**src/rtl/mul_wr_buffer.sv**
```systemverilog
// Product buffer between a multiplier and an async FIFO write port: a DEPTH-entry circular queue.
// Optional feature macro MUL_WR_DROP_CNT_EN enables the saturating drop counter on Drop_cnt_o.

module mul_wr_buffer #(
    parameter int WIDTH = 8,
    parameter int DEPTH = 4
) (
    input  logic             Wclk,
    input  logic             Wrst,
    input  logic [WIDTH-1:0] Mul_i,
    input  logic             Mul_valid_i,
    output logic             Mul_ready_o,
    input  logic             Wfull_i,
    output logic [WIDTH-1:0] Wdata_o,
    output logic             Winc_o,
    output logic [1:0]       State_o,
    output logic [7:0]       Drop_cnt_o
);

    // state      | meaning
    // ST_EMPTY   | count == 0, nothing to write downstream
    // ST_PARTIAL | 0 < count < DEPTH, accepting and draining
    // ST_FULL    | count == DEPTH, products offered now are dropped
    typedef enum logic [1:0] {
        ST_EMPTY   = 2'b00,
        ST_PARTIAL = 2'b01,
        ST_FULL    = 2'b10
    } state_t;

    localparam int AW = $clog2(DEPTH);
    localparam int CW = AW + 1;
    localparam logic [CW-1:0] C_DEPTH   = CW'(DEPTH);
    localparam logic [CW-1:0] C_ONE     = CW'(1);
    localparam logic [AW-1:0] C_PTR_ONE = AW'(1);

    logic [WIDTH-1:0] r_mem [DEPTH];
    logic [AW-1:0]    r_rd_ptr;
    logic [AW-1:0]    r_wr_ptr;
    logic [CW-1:0]    r_count;
    state_t           r_state;

    logic [CW-1:0]    w_count_nxt;
    state_t           w_state_nxt;
    logic             w_push;
    logic             w_pop;
    logic             w_ready;

    assign w_ready = (r_count < C_DEPTH);
    assign w_push  = Mul_valid_i & w_ready;
    // Masked during reset so the FIFO never sees a strobe for data being discarded.
    assign w_pop   = (r_count != '0) & ~Wfull_i & ~Wrst;

    assign Mul_ready_o = w_ready;
    assign Winc_o      = w_pop;
    assign Wdata_o     = r_mem[r_rd_ptr];
    assign State_o     = r_state;

    always_comb begin
        w_count_nxt = r_count;
        w_state_nxt = r_state;
        unique case ({w_push, w_pop})
            2'b10:   w_count_nxt = r_count + C_ONE;
            2'b01:   w_count_nxt = r_count - C_ONE;
            default: w_count_nxt = r_count;
        endcase
        case (r_state)
            ST_EMPTY: begin
                if (w_push) w_state_nxt = ST_PARTIAL;
            end
            ST_PARTIAL: begin
                if (w_push && !w_pop && (r_count == (C_DEPTH - C_ONE)))
                    w_state_nxt = ST_FULL;
                else if (w_pop && !w_push && (r_count == C_ONE))
                    w_state_nxt = ST_EMPTY;
            end
            ST_FULL: begin
                if (w_pop) w_state_nxt = ST_PARTIAL;
            end
            default: w_state_nxt = ST_EMPTY;
        endcase
    end

    always_ff @(posedge Wclk) begin
        if (Wrst) begin
            r_state  <= ST_EMPTY;
            r_count  <= '0;
            r_rd_ptr <= '0;
            r_wr_ptr <= '0;
        end else begin
            r_state <= w_state_nxt;
            r_count <= w_count_nxt;
            if (w_push) r_wr_ptr <= r_wr_ptr + C_PTR_ONE;
            if (w_pop)  r_rd_ptr <= r_rd_ptr + C_PTR_ONE;
        end
    end

    // Storage is not reset; entries are only visible once the count covers them.
    always_ff @(posedge Wclk) begin
        if (w_push && !Wrst) r_mem[r_wr_ptr] <= Mul_i;
    end

`ifdef MUL_WR_DROP_CNT_EN
    logic [7:0] r_drop_cnt;

    always_ff @(posedge Wclk) begin
        if (Wrst)
            r_drop_cnt <= '0;
        else if (Mul_valid_i && !w_ready && (r_drop_cnt != 8'hFF))
            r_drop_cnt <= r_drop_cnt + 8'd1;
    end

    assign Drop_cnt_o = r_drop_cnt;
`else
    assign Drop_cnt_o = '0;
`endif

endmodule

```
**config.mk**
```make
export PLATFORM = sky130hd
export DESIGN_NAME = mul_wr_buffer
export DESIGN_NICKNAME = d
export VERILOG_FILES = /design/src/rtl/mul_wr_buffer.sv
export SDC_FILE = /design/constraint.sdc
export NUM_CORES = 1
export LEC_CHECK = 0
export ABC_AREA = 1
export ABC_CLOCK_PERIOD_IN_PS = 2150
export CORE_ASPECT_RATIO = 0.75
export CORE_UTILIZATION = 45
export CTS_CLUSTER_SIZE = 8
export DETAILED_ROUTE_END_ITERATION = 8
export GPL_ROUTABILITY_DRIVEN = 0
export PLACE_DENSITY = 0.66
export SYNTH_ARGS = -nofsm -noshare
export SYNTH_HDL_FRONTEND = slang
export SYNTH_SLANG_ARGS = --single-unit
```
**constraint.sdc**
```tcl
create_clock -name Wclk -period 2.15 [get_ports Wclk]
set_clock_uncertainty 0.05 [all_clocks]
set_input_delay 0.645 -clock Wclk [delete_from_list [all_inputs] [get_ports Wclk]]
set_output_delay 0.645 -clock Wclk [all_outputs]
set_load 0.02 [all_outputs]
```
==> reports/results.ini <==
[finish]
drive_above_1_share = 0.2431
finalNonFillerCells = 273
final_core_util = 0.5886
area_delta_synth_final_pct = 24.56
antenna_cells = 0
fin_area_um2 = 2386
layout_commonest_cell = edfxtp_1
most-common-layout-cells = 32 x edfxtp_1, 25 x nor2_1, 20 x buf_4
fin_nets = 238
nFillCells = 334

[clocking]
cts_sinks = 43
clock_latency_ps = 290
root_buffer = clkbuf_8
ctsLongestPathBuffers = 2
cts_made_buffers = 5
clk_pin_slew_ps = 80
post-cts-setup-buffer-count = 0
htreeDepth = 2
cts_tree = yes

[floorplan]
design.die.area_um2 = 4524
ios = 32
row_count = 20
dieWidth_um = 77.34
initial_core_util = 0.4725
core_um2 = 4054
die_h_um = 58.51

[critical_path]
cpPeakStageDelay_ps = 360
endpoint_kind = output port
worst-path-max-fanout = 8
critPathLaunchType = flip-flop
reg2reg_slack_ps = 650
crit_slowest_cell = dfxtp_2
crit_type = flip-flop to output port
crit_family = buffers and inverters
crit-reg2reg-launch = r_count[1]$_SDFFE_PP0P_
crit_cells = 4
worstSetupEndpoint = Wdata_o[2]
crit_required_ps = 1450
critPathBufInv = 2
crit_chain = buf_4, o21ai_0, o22ai_1, clkdlybuf4s15_2
cp.arrival_ps = 1380
ff2ff_path_depth = 7

[job]
maxCapViolCount = 0

[synth]
avgSynthCellArea_um2 = 11.20
yosys_warnings = 0
synth_cells = 171
syn_area_um2 = 1916
yosysSeqAreaShare = 0.6166
synth-seq-cells = 43
ys_types = 25

[drt]
vias_per_cell = 4.718
drtIter0Drc = 73
drcViolationCount = 0
wl_per_cell_um = 12.71
drt.antenna.violating_nets = 0
wl_mm = 3.469
routed-via-count = 1288
drt_pass1_iterations = 4

[status]
status = completed

[power]
p_leak_nw = 0.9389
peakVddDrop_uv = 388.4
power_mw = 2.201
cellPowerDensity_nw_per_um2 = 922.4

[global_routing]
grt_pass1_wl_mm = 5.464
antenna_found_initial = 0
grt-ovfl-total = 0
grtUsageTotal = 0.1653
grt_max_degree = 17
grt_pass1_vias = 1202

[timing]
fmax_mhz = 482.1
rsz0062_at_grt = no
hold_viol_final = 0
setup_violations = 0
slew_viol_final = 0
fin_crit_sh = 0.9648
post-route-min-period_ps = 2074

[hold_path]
hold-path-cell-count = 1
min_path_type = flip-flop to flip-flop

[placement]
io_buffers = 23
place_hpwl_mm = 2.462
dpl_cell_area_um2 = 2326
dp.cells = 265

-- metrics by stage --
stage | hold WS [ps] | TNS (ps) | worst slack (ps)
2_1_floorplan | 407.1 | 0 | 352.3
3_3_place_gp | 419.1 | -428.2 | -428.2
3_5_place_dp | 440.5 | -435.6 | -435.6
4_1_cts | 460.8 | -21.57 | -21.57
5_1_grt | 482.2 | 0 | 11.73
6_report | 456.3 | 0 | 75.58
-- kinds of logic after synthesis --
kind of cell | synth area share
AND/OR/NAND/NOR | 0.1163
buffers and inverters | 0.07837
AO/OA/AOI/OAI | 0.1189
flip-flops | 0.6166
other | 0.001958
XOR/XNOR | 0.009146
adder cells (fa/ha/maj) | 0.05879
-- area by class of cell --
cell class / instances / area, µm² / area share
well taps: 55 / 68.82 / 0.02884
repair buffers: 43 / 362.8 / 0.1521
clock inverters: 2 / 12.51 / 0.005244
flip-flops and latches: 43 / 1184 / 0.4961
multi-input cells: 105 / 610.6 / 0.2559
inverters: 19 / 75.07 / 0.03146
clock buffers: 6 / 72.57 / 0.03041
-- per-layer routing --
metal / global-route usage / wire, µm / vias up
li1: - / - / 670
met1: 0.2166 / 1678 / 591
met2: 0.2668 / 1625 / 24
met3: 0.04806 / 133 / 3
met4: 0.05660 / 32 / 0
met5: 0 / 0 / -
-- Yosys cell counts, drive strengths merged --
| library cell | number | area [µm²] |
|---|---|---|
| clkinv | 1 | 5.000 |
| conb | 1 | 3.750 |
| dfxtp | 11 | 220.2 |
| inv | 18 | 67.56 |
| nor2 | 26 | 100.1 |
| o22ai | 8 | 50.05 |
| o21ai | 21 | 105.1 |
| edfxtp | 32 | 960.9 |
| a21oi | 10 | 65.07 |
| nand4 | 2 | 12.51 |
| xor2 | 2 | 17.52 |
| nand2 | 12 | 67.57 |
| nand3 | 6 | 42.54 |
| o21bai | 1 | 7.510 |
| ha | 9 | 112.6 |
| buf | 11 | 77.57 |
-- worst min-delay path by stage --
| stage | from | end | slack [ps] |
|---|---|---|---|
| finish | r_rd_ptr[0]$_SDFFE_PP0P_ | r_rd_ptr[0]$_SDFFE_PP0P_ | 460 |
| global route | r_rd_ptr[0]$_SDFFE_PP0P_ | flip-flop | 480 |
| CTS | r_rd_ptr[0]$_SDFFE_PP0P_ | r_rd_ptr[0]$_SDFFE_PP0P_ | 460 |
| detailed placement | r_rd_ptr[0]$_SDFFE_PP0P_ | r_rd_ptr[0]$_SDFFE_PP0P_ | 440 |
| global placement | r_rd_ptr[0]$_SDFFE_PP0P_ | r_rd_ptr[0]$_SDFFE_PP0P_ | 420 |
| floorplan | r_rd_ptr[0]$_SDFFE_PP0P_ | flip-flop | 410 |
-- timing repair --
item	4_1_cts	5_1_grt
endpoints found under the setup margin	10	9
gates resized for setup	25	12
hold buffers	0	0
-- report_power, final --
part	total [mW]	leakage (nW)	switching [mW]	internal, mW
clock network	0.482	0.0412	0.255	0.227
registers	1.01	0.382	0.0436	0.962
logic	0.713	0.516	0.419	0.294
total	2.20	0.939	0.718	1.48
-- flip-flops by register name, summed over array words and instances, names as in the netlist, named ones only --
signal    count
r_count       3
State_o       2
r_mem        32
r_wr_ptr      2
r_rd_ptr      2
No activity file was read; power rests on OpenSTA's default activity.
